===== config.mk =====
export PLATFORM = sky130hd
export DESIGN_NAME = chicken_track_tracker
export DESIGN_NICKNAME = d
export VERILOG_FILES = /design/src/rtl/chicken_track_tracker.sv
export SDC_FILE = /design/constraint.sdc
export NUM_CORES = 1
export LEC_CHECK = 0
export BUFFER_PORTS_ARGS = -buffer_cell sky130_fd_sc_hd__clkbuf_2
export CORE_AREA = 2 2 101 103
export CTS_CLUSTER_SIZE = 28
export DETAILED_ROUTE_END_ITERATION = 8
export DIE_AREA = 0 0 103 105
export HOLD_SLACK_MARGIN = 0.15
export SYNTH_ARGS = -nofsm -noshare
export SYNTH_HDL_FRONTEND = slang
export SYNTH_SLANG_ARGS = --single-unit

===== constraint.sdc =====
create_clock -name clk -period 9.2 [get_ports clk]
set_clock_uncertainty 0.1 [all_clocks]
set_input_delay 0.46 -clock clk [delete_from_list [all_inputs] [get_ports clk]]
set_output_delay 0.46 -clock clk [all_outputs]
set_load 0.05 [all_outputs]

===== src/rtl/chicken_track_tracker.sv =====
// Chicken Cha-Cha-Cha position and tail-feather tracker.
// Keeps every chicken's tile on a circular track and sequences turns.
// Resolves jump-over scans and tail steals, and declares the winner.
module chicken_track_tracker #(
    parameter int MAX_P     = 4,
    parameter int TRACK_LEN = 24,
    parameter int PW        = $clog2(TRACK_LEN),
    parameter int IW        = $clog2(MAX_P),
    parameter int TW        = $clog2(MAX_P + 1)
) (
    input  logic                clk,
    input  logic                rst,
    input  logic [3:0]          n_players,
    input  logic                advance,
    input  logic                miss,
    output logic [MAX_P*PW-1:0] pos_bus,
    output logic [MAX_P*TW-1:0] tails_bus,
    output logic [IW-1:0]       turn,
    output logic                busy,
    output logic                steal,
    output logic [IW-1:0]       victim,
    output logic                done,
    output logic [IW-1:0]       winner
);

    typedef enum logic [1:0] {IDLE, JUMP, DONE} state_t;

    state_t        state;
    logic [PW-1:0] pos   [MAX_P];
    logic [TW-1:0] tails [MAX_P];
    logic [TW-1:0] n_eff;
    logic [TW-1:0] n_req;
    logic [PW-1:0] cand;
    logic [PW-1:0] probe;
    logic          hit;
    logic [IW-1:0] occupant;
    logic [TW-1:0] sum_tails;

    // Start tile of player idx when cnt players are seated; evenly spread round the ring.
    // Each k branch divides by a constant, so no runtime divider is built.
    function automatic logic [PW-1:0] start_tile(input int idx, input logic [TW-1:0] cnt);
        logic [PW-1:0] t;
        t = '0;
        for (int k = 2; k <= MAX_P; k++) begin
            if (int'(cnt) == k && idx < k) begin
                t = PW'((idx * TRACK_LEN) / k);
            end
        end
        return t;
    endfunction

    // Next tile clockwise, wrapping back to tile 0 at the end of the ring.
    function automatic logic [PW-1:0] next_tile(input logic [PW-1:0] p);
        return (int'(p) == TRACK_LEN - 1) ? '0 : p + PW'(1);
    endfunction

    // Clamp the requested player count to the legal 2..MAX_P range.
    always_comb begin
        if (int'(n_players) < 2) begin
            n_req = TW'(2);
        end else if (int'(n_players) > MAX_P) begin
            n_req = TW'(MAX_P);
        end else begin
            n_req = TW'(n_players);
        end
    end

    // Probe one tile for another active chicken: the destination while idle, the scan candidate while jumping.
    always_comb begin
        probe    = (state == JUMP) ? cand : next_tile(pos[turn]);
        hit      = 1'b0;
        occupant = '0;
        for (int i = 0; i < MAX_P; i++) begin
            if (i < int'(n_eff) && IW'(i) != turn && pos[i] == probe) begin
                hit      = 1'b1;
                occupant = IW'(i);
            end
        end
    end

    assign sum_tails = tails[turn] + tails[victim];
    assign busy      = (state == JUMP);
    assign done      = (state == DONE);

    // Flatten the per-player registers onto the display buses.
    for (genvar g = 0; g < MAX_P; g++) begin : g_pack
        assign pos_bus[g*PW +: PW]   = pos[g];
        assign tails_bus[g*TW +: TW] = tails[g];
    end

    // Game FSM: moves, turn passing, the one-tile-per-cycle jump scan and the steal.
    always_ff @(posedge clk) begin
        if (rst) begin
            n_eff  <= n_req;
            state  <= IDLE;
            turn   <= '0;
            cand   <= '0;
            victim <= '0;
            winner <= '0;
            steal  <= 1'b0;
            for (int i = 0; i < MAX_P; i++) begin
                pos[i]   <= start_tile(i, n_req);
                tails[i] <= (i < int'(n_req)) ? TW'(1) : '0;
            end
        end else begin
            steal <= 1'b0;
            case (state)
                IDLE: begin
                    if (advance) begin
                        if (!hit) begin
                            pos[turn] <= probe;
                        end else begin
                            victim <= occupant;
                            cand   <= next_tile(probe);
                            state  <= JUMP;
                        end
                    end else if (miss) begin
                        turn <= (turn == IW'(n_eff - TW'(1))) ? '0 : turn + IW'(1);
                    end
                end
                JUMP: begin
                    if (hit) begin
                        cand <= next_tile(cand);
                    end else begin
                        pos[turn]     <= cand;
                        tails[turn]   <= sum_tails;
                        tails[victim] <= '0;
                        steal         <= 1'b1;
                        if (sum_tails == n_eff) begin
                            winner <= turn;
                            state  <= DONE;
                        end else begin
                            state  <= IDLE;
                        end
                    end
                end
                DONE: begin
                end
                default: begin
                    state <= IDLE;
                end
            endcase
        end
    end

endmodule


After elaboration in Yosys (flattened, before gate mapping) --
Memories as Yosys holds them, arrays and structs flattened. A register that Yosys moved wholly into a read port is not among the register bits. Index checks and enable logic that the tools add are counted.
Word-level totals: register bits after elaboration 17, memory bits (writable) 32, input port bits 8, output and inout bits 41, word-level logic and storage cells 132, memories 2
Cells by class: add/subtract/negate cells 6, order comparisons 10, equality and inequality tests 21, multiplexer cells 63, bitwise gates (word level) 4, reductions and logical operators 19
Memory list:
- pos | depth 4, width 5, read ports 5, clocked after Yosys merged registers in 1, wr ports 4, line 29 | logic [PW-1:0] pos [MAX_P];
- tails | depth 4, width 3, read ports 6, clocked after Yosys merged registers in 2, wr ports 4, line 30 | logic [TW-1:0] tails [MAX_P];
Operators by type and width (count):
- $mux W5 | 18
- $mux W2 | 16
- $mux W1 | 22
- $eq A5 B5 Y1 | 4
- $add A5 B1 Y5 const B | 3
- $eq A5 B5 Y1 const B | 3
- $lt A1 B3 Y1 const A | 4
- $lt A2 B3 Y1 const A | 4
- $mux W3 | 4
- $pmux W5 S2 | 1
- $eq A3 B3 Y1 const B | 3
- $reduce_and A3 Y1 | 3
- $logic_and A1 B1 Y1 | 8
- $reduce_and A4 Y1 | 2
- $ne A2 B2 Y1 const B | 3
- $pmux W2 S3 | 1
- $reduce_or A3 Y1 | 2
- $reduce_or A5 Y1 | 1
- $gt A4 B3 Y1 const B | 1
- $lt A4 B2 Y1 const B | 1
- $mux W4 | 1
- $ne A2 B2 Y1 const A | 2
- $reduce_bool A2 Y1 | 2
- $add A3 B3 Y3 | 1
- 11 further kinds | 13

Longest topological paths before layout --
depth in word-level cells 17, gate-level depth with buffers 15, gate-level depth less buffers 14

Worst setup path after synthesis --
No wires, ideal clock.
path kind register to register, start mem pos[2][0] (netlist name), end mem pos[3][0] (netlist name) (enable), library setup time 0.374 ns, arrival time 3.512 ns, required time 8.726 ns, path slack 5.215 ns, stages on the path, launching flop included 13, buffers on the path 1, period minus slack after synthesis 3.985 ns, path through edfxtp_1 > mux4_2 > ha_1 > nand2_1 > o22a_1 > nand3_1 > o211a_1 > and4_1 > a41o_2 > nor3_4 > buf_4 > nand2_1 > o21ai_0
RTL lines (line):
- start, declared | 29

==> flow_metrics.py <==
metrics = {
    "timing": {
        "fmax_ghz": 0.200,
        "period_minus_slack_ns": 5.01,
        "rsz0062_at_grt": "no",
        "period_share_pct": 54.5,
        "max_slew_margin_pct": 30.8,
        "worst_slew_pin_slew_ns": 1.01,
        "slew_viol_final": 0,
        "setup_viol": 0,
        "tns_ns": 0,
        "hold_viol": 0,
    },
    "cts": {
        "cts.sinks": 53,
        "clock_latency_ns": 0.32,
        "clkTransAtPathRegs_ns": 0.10,
        "postCtsSetupBuffers": 0,
        "cts_tree": "built",
        "numCtsBuffers": 5,
        "ctsRootBufferMaster": "clkbuf_8",
        "clk_path_buf_depth": 2,
        "post_cts_resized": 0,
        "cts_hold_buf": 0,
        "cts_max_level": 2,
    },
    "synth": {
        "synth_top_area_cell": "edfxtp_1",
        "synthAdderAreaFrac_pct": 3.13,
        "synth_top_cells_by_area": "edfxtp_1, dfxtp_1, mux4_2, mux2i_1, nand2_1",
        "synth_top_area_share_pct": 18.0,
        "synthSimpleGateAreaFrac_pct": 19.9,
        "syn_area_mm2": 0.00383,
        "synth_top_family_by_area": "compound AO/OA/AOI/OAI gates",
        "ys_ff_latch": 53,
        "synthArstFlopShare_pct": 0,
        "synthDistinctLibCells": 72,
        "netlist_instances": 408,
        "yosysSeqAreaShare_pct": 33.7,
        "synth_compound_area_share_pct": 20.2,
        "syn_area_per_cell_um2": 9.39,
        "synth_xor_xnor_area_share_pct": 6.17,
        "synth_nets": 425,
        "synth_edf_count": 23,
        "synthMuxAreaShare_pct": 10.8,
        "synth_ff_type": "dfxtp_1",
        "synth_warnings": 0,
    },
    "die": {
        "io_pins": 49,
        "die_w_um": 103,
        "die_area_mm2": 0.0108,
        "die_h_um": 105,
        "coreArea_mm2": 0.00964,
        "start_util_pct": 39.8,
        "rows": 36,
    },
    "routing": {
        "vias_per_cell": 5.92,
        "drt_drc_violations_left": 0,
        "num_vias": 3375,
        "ant_nets": 0,
        "routedWlPerCell_um": 19.9,
        "firstDrtPassIters": 5,
        "drt_iter0_drc": 368,
        "wl_um": 11300,
    },
    "worst_setup_path": {
        "cp_top_family": "multiplexers",
        "worstSetupStartpointType": "flop",
        "max_stage_delay_ns": 0.82,
        "r2r_cells": 11,
        "cp_data_required_time_ns": 9.04,
        "cp_num_buf_inv": 1,
        "crit_fanout": 21,
        "path_cells": "mux4_2 > ha_1 > mux2i_1 > xor2_1 > o211a_1 > and4_1 > a41o_2 > nor3_4 > buf_4 > nand2_1 > o21ai_0",
        "worst-setup-path-type": "flop to flop",
        "cp-end-kind": "flop",
        "r2r-end": "pos[3][0]",
        "cp_data_arrival_time_ns": 4.85,
        "r2r_setup_slack_ns": 4.19,
        "slowest_stage": "dfxtp_1",
    },
    "worst_hold_path": {
        "hp-class": "flop to flop",
        "hold_path_depth": 2,
        "holdPathEnd": "winner[1]",
        "min_from": "winner[1]",
    },
    "global_route": {
        "use_met3_pct": 3.01,
        "top_usage_layer": "met2",
        "grt_max_degree": 33,
        "met2_usage_pct": 33.0,
        "antenna_found_initial": 0,
        "grt_pass1_vias": 3161,
        "overflow": 0,
        "track_usage_pct": 21.4,
        "met1_usage_pct": 30.5,
        "grt_pass1_wl_um": 17800,
    },
    "layout": {
        "finalNetCount": 453,
        "area_delta_synth_final_pct": 9.27,
        "antenna_cells": 0,
        "layout_common_cells": "clkbuf_2, nand2_1, dfxtp_1",
        "mostFrequentLayoutCell": "clkbuf_2",
        "layoutNonFillerInstCount": 570,
        "drive_gt1_share_pct": 21.1,
        "final_util_pct": 43.4,
    },
    "power_and_ir_drop": {
        "p_clk_share_pct": 18.6,
        "p_seq_share_pct": 42.4,
        "p_switching_w": 0.000294,
        "p_sw_share_pct": 42.1,
        "peakVddDrop_mv": 0.0882,
        "total_power_w": 0.000700,
        "p_leak_nw": 1.58,
        "p_comb_share_pct": 39.0,
        "intPower_w": 0.000405,
        "power.density_mw_per_mm2": 167,
    },
    "run_status": {
        "outcome": "finished, final reports clean",
    },
    "flow_run": {
        "drv_cap": 0,
    },
    "placed_design": {
        "dpl.hpwl_um": 8410,
        "io_buffers": 48,
        "place.gp.congestion": 0.932,
        "placed_cells": 562,
    },
}
-- cell families (layout without fill, tap and decap cells) --
group                      count (synthesis)  count (layout)
muxes                                     27              27
xor gates and xnor gates                  27              27
and+or+nand+nor                          134             134
AOI/OAI and AO/OA                        106             106
buffers and inverters                     52              81
adders and majority gates                  9               9
DFF                                       53              53
-- Yosys cell counts (8+ instances only) --
master / number
nand3_1: 12
o31ai_1: 8
a21oi_1: 20
clkbuf_1: 14
nor3_1: 14
nor2_1: 22
mux4_2: 11
edfxtp_1: 23
xor2_1: 14
nand2_1: 34
xnor2_1: 13
o21ai_0: 24
nand2b_1: 9
inv_1: 23
dfxtp_1: 30
mux2i_1: 15
ha_1: 8
-- power groups by stage --
stage | combinational (W) | sequential (W) | clock, W
floorplan | 0.000189 | 0.000318 | 0
global placement | 0.000269 | 0.000301 | 0
detailed placement | 0.000268 | 0.000301 | 0
CTS | 0.000269 | 0.000296 | 0.000129
global route | 0.000293 | 0.000300 | 0.000138
finish | 0.000273 | 0.000297 | 0.000130
-- worst max path at each step --
| stage | start | endpoint | slack [ns] | cells after the start |
|---|---|---|---|---|
| after global placement | flop | pos[3][2] | 4.33 | 11 |
| after detailed placement | flop | pos[3][2] | 4.27 | 11 |
| after CTS | flop | pos[3][2] | 4.23 | 11 |
| final | flop | pos[3][0] | 4.19 | 11 |
| after floorplan | pos[2][0] | pos[3][0] | 5.21 | 12 |
| after global routing | flop | pos[3][0] | 3.91 | 11 |
-- flip-flops by register name, summed over array words and instances, names as in the netlist, named ones only --
| signal | cells |
|---|---|
| victim | 2 |
| winner | 2 |
| cand | 5 |
| pos | 20 |
| steal | 1 |
| tails | 12 |
| state | 2 |
| n_eff | 3 |
| turn | 2 |
-- metrics by stage --
stage          cell area [um^2]  setup slack (ns)  hold slack (ns)
5_1_grt                    4190              3.91            0.381
2_1_floorplan              3830              5.21            0.363
3_3_place_gp               4110              4.33            0.348
6_report                   4190              4.19            0.371
4_1_cts                    4190              4.23            0.370
3_5_place_dp               4110              4.27            0.351
-- layer usage --
layer / share of wire [%] / wire [um] / up-vias
met5: 0 / 0 / -
met4: 2.2 / 253 / 0
met3: 6.6 / 742 / 17
met2: 48 / 5420 / 141
met1: 43 / 4900 / 1628
li1: - / - / 1589
-- area by class of cell --
type	count	area [um^2]
timing repair buffer	49	248
multi-input combinational	303	2310
clock buffer	6	72.6
sequential	53	1290
clock inverter	2	10.0
inverter	24	90.1
fill	967	5450
tap	133	166
-- worst register-to-register path, delay by kind of cell, from the launching register on --
kind / cells / cell delay (ns)
xor gates and xnor gates: 1 / 0.16
buffers and inverters: 1 / 0.31
DFF: 1 / 0.82
muxes: 2 / 1.43
and+or+nand+nor: 3 / 0.50
adders and majority gates: 1 / 0.30
AOI/OAI and AO/OA: 3 / 1.03
Note: power is estimated with default switching activity, not from simulation.
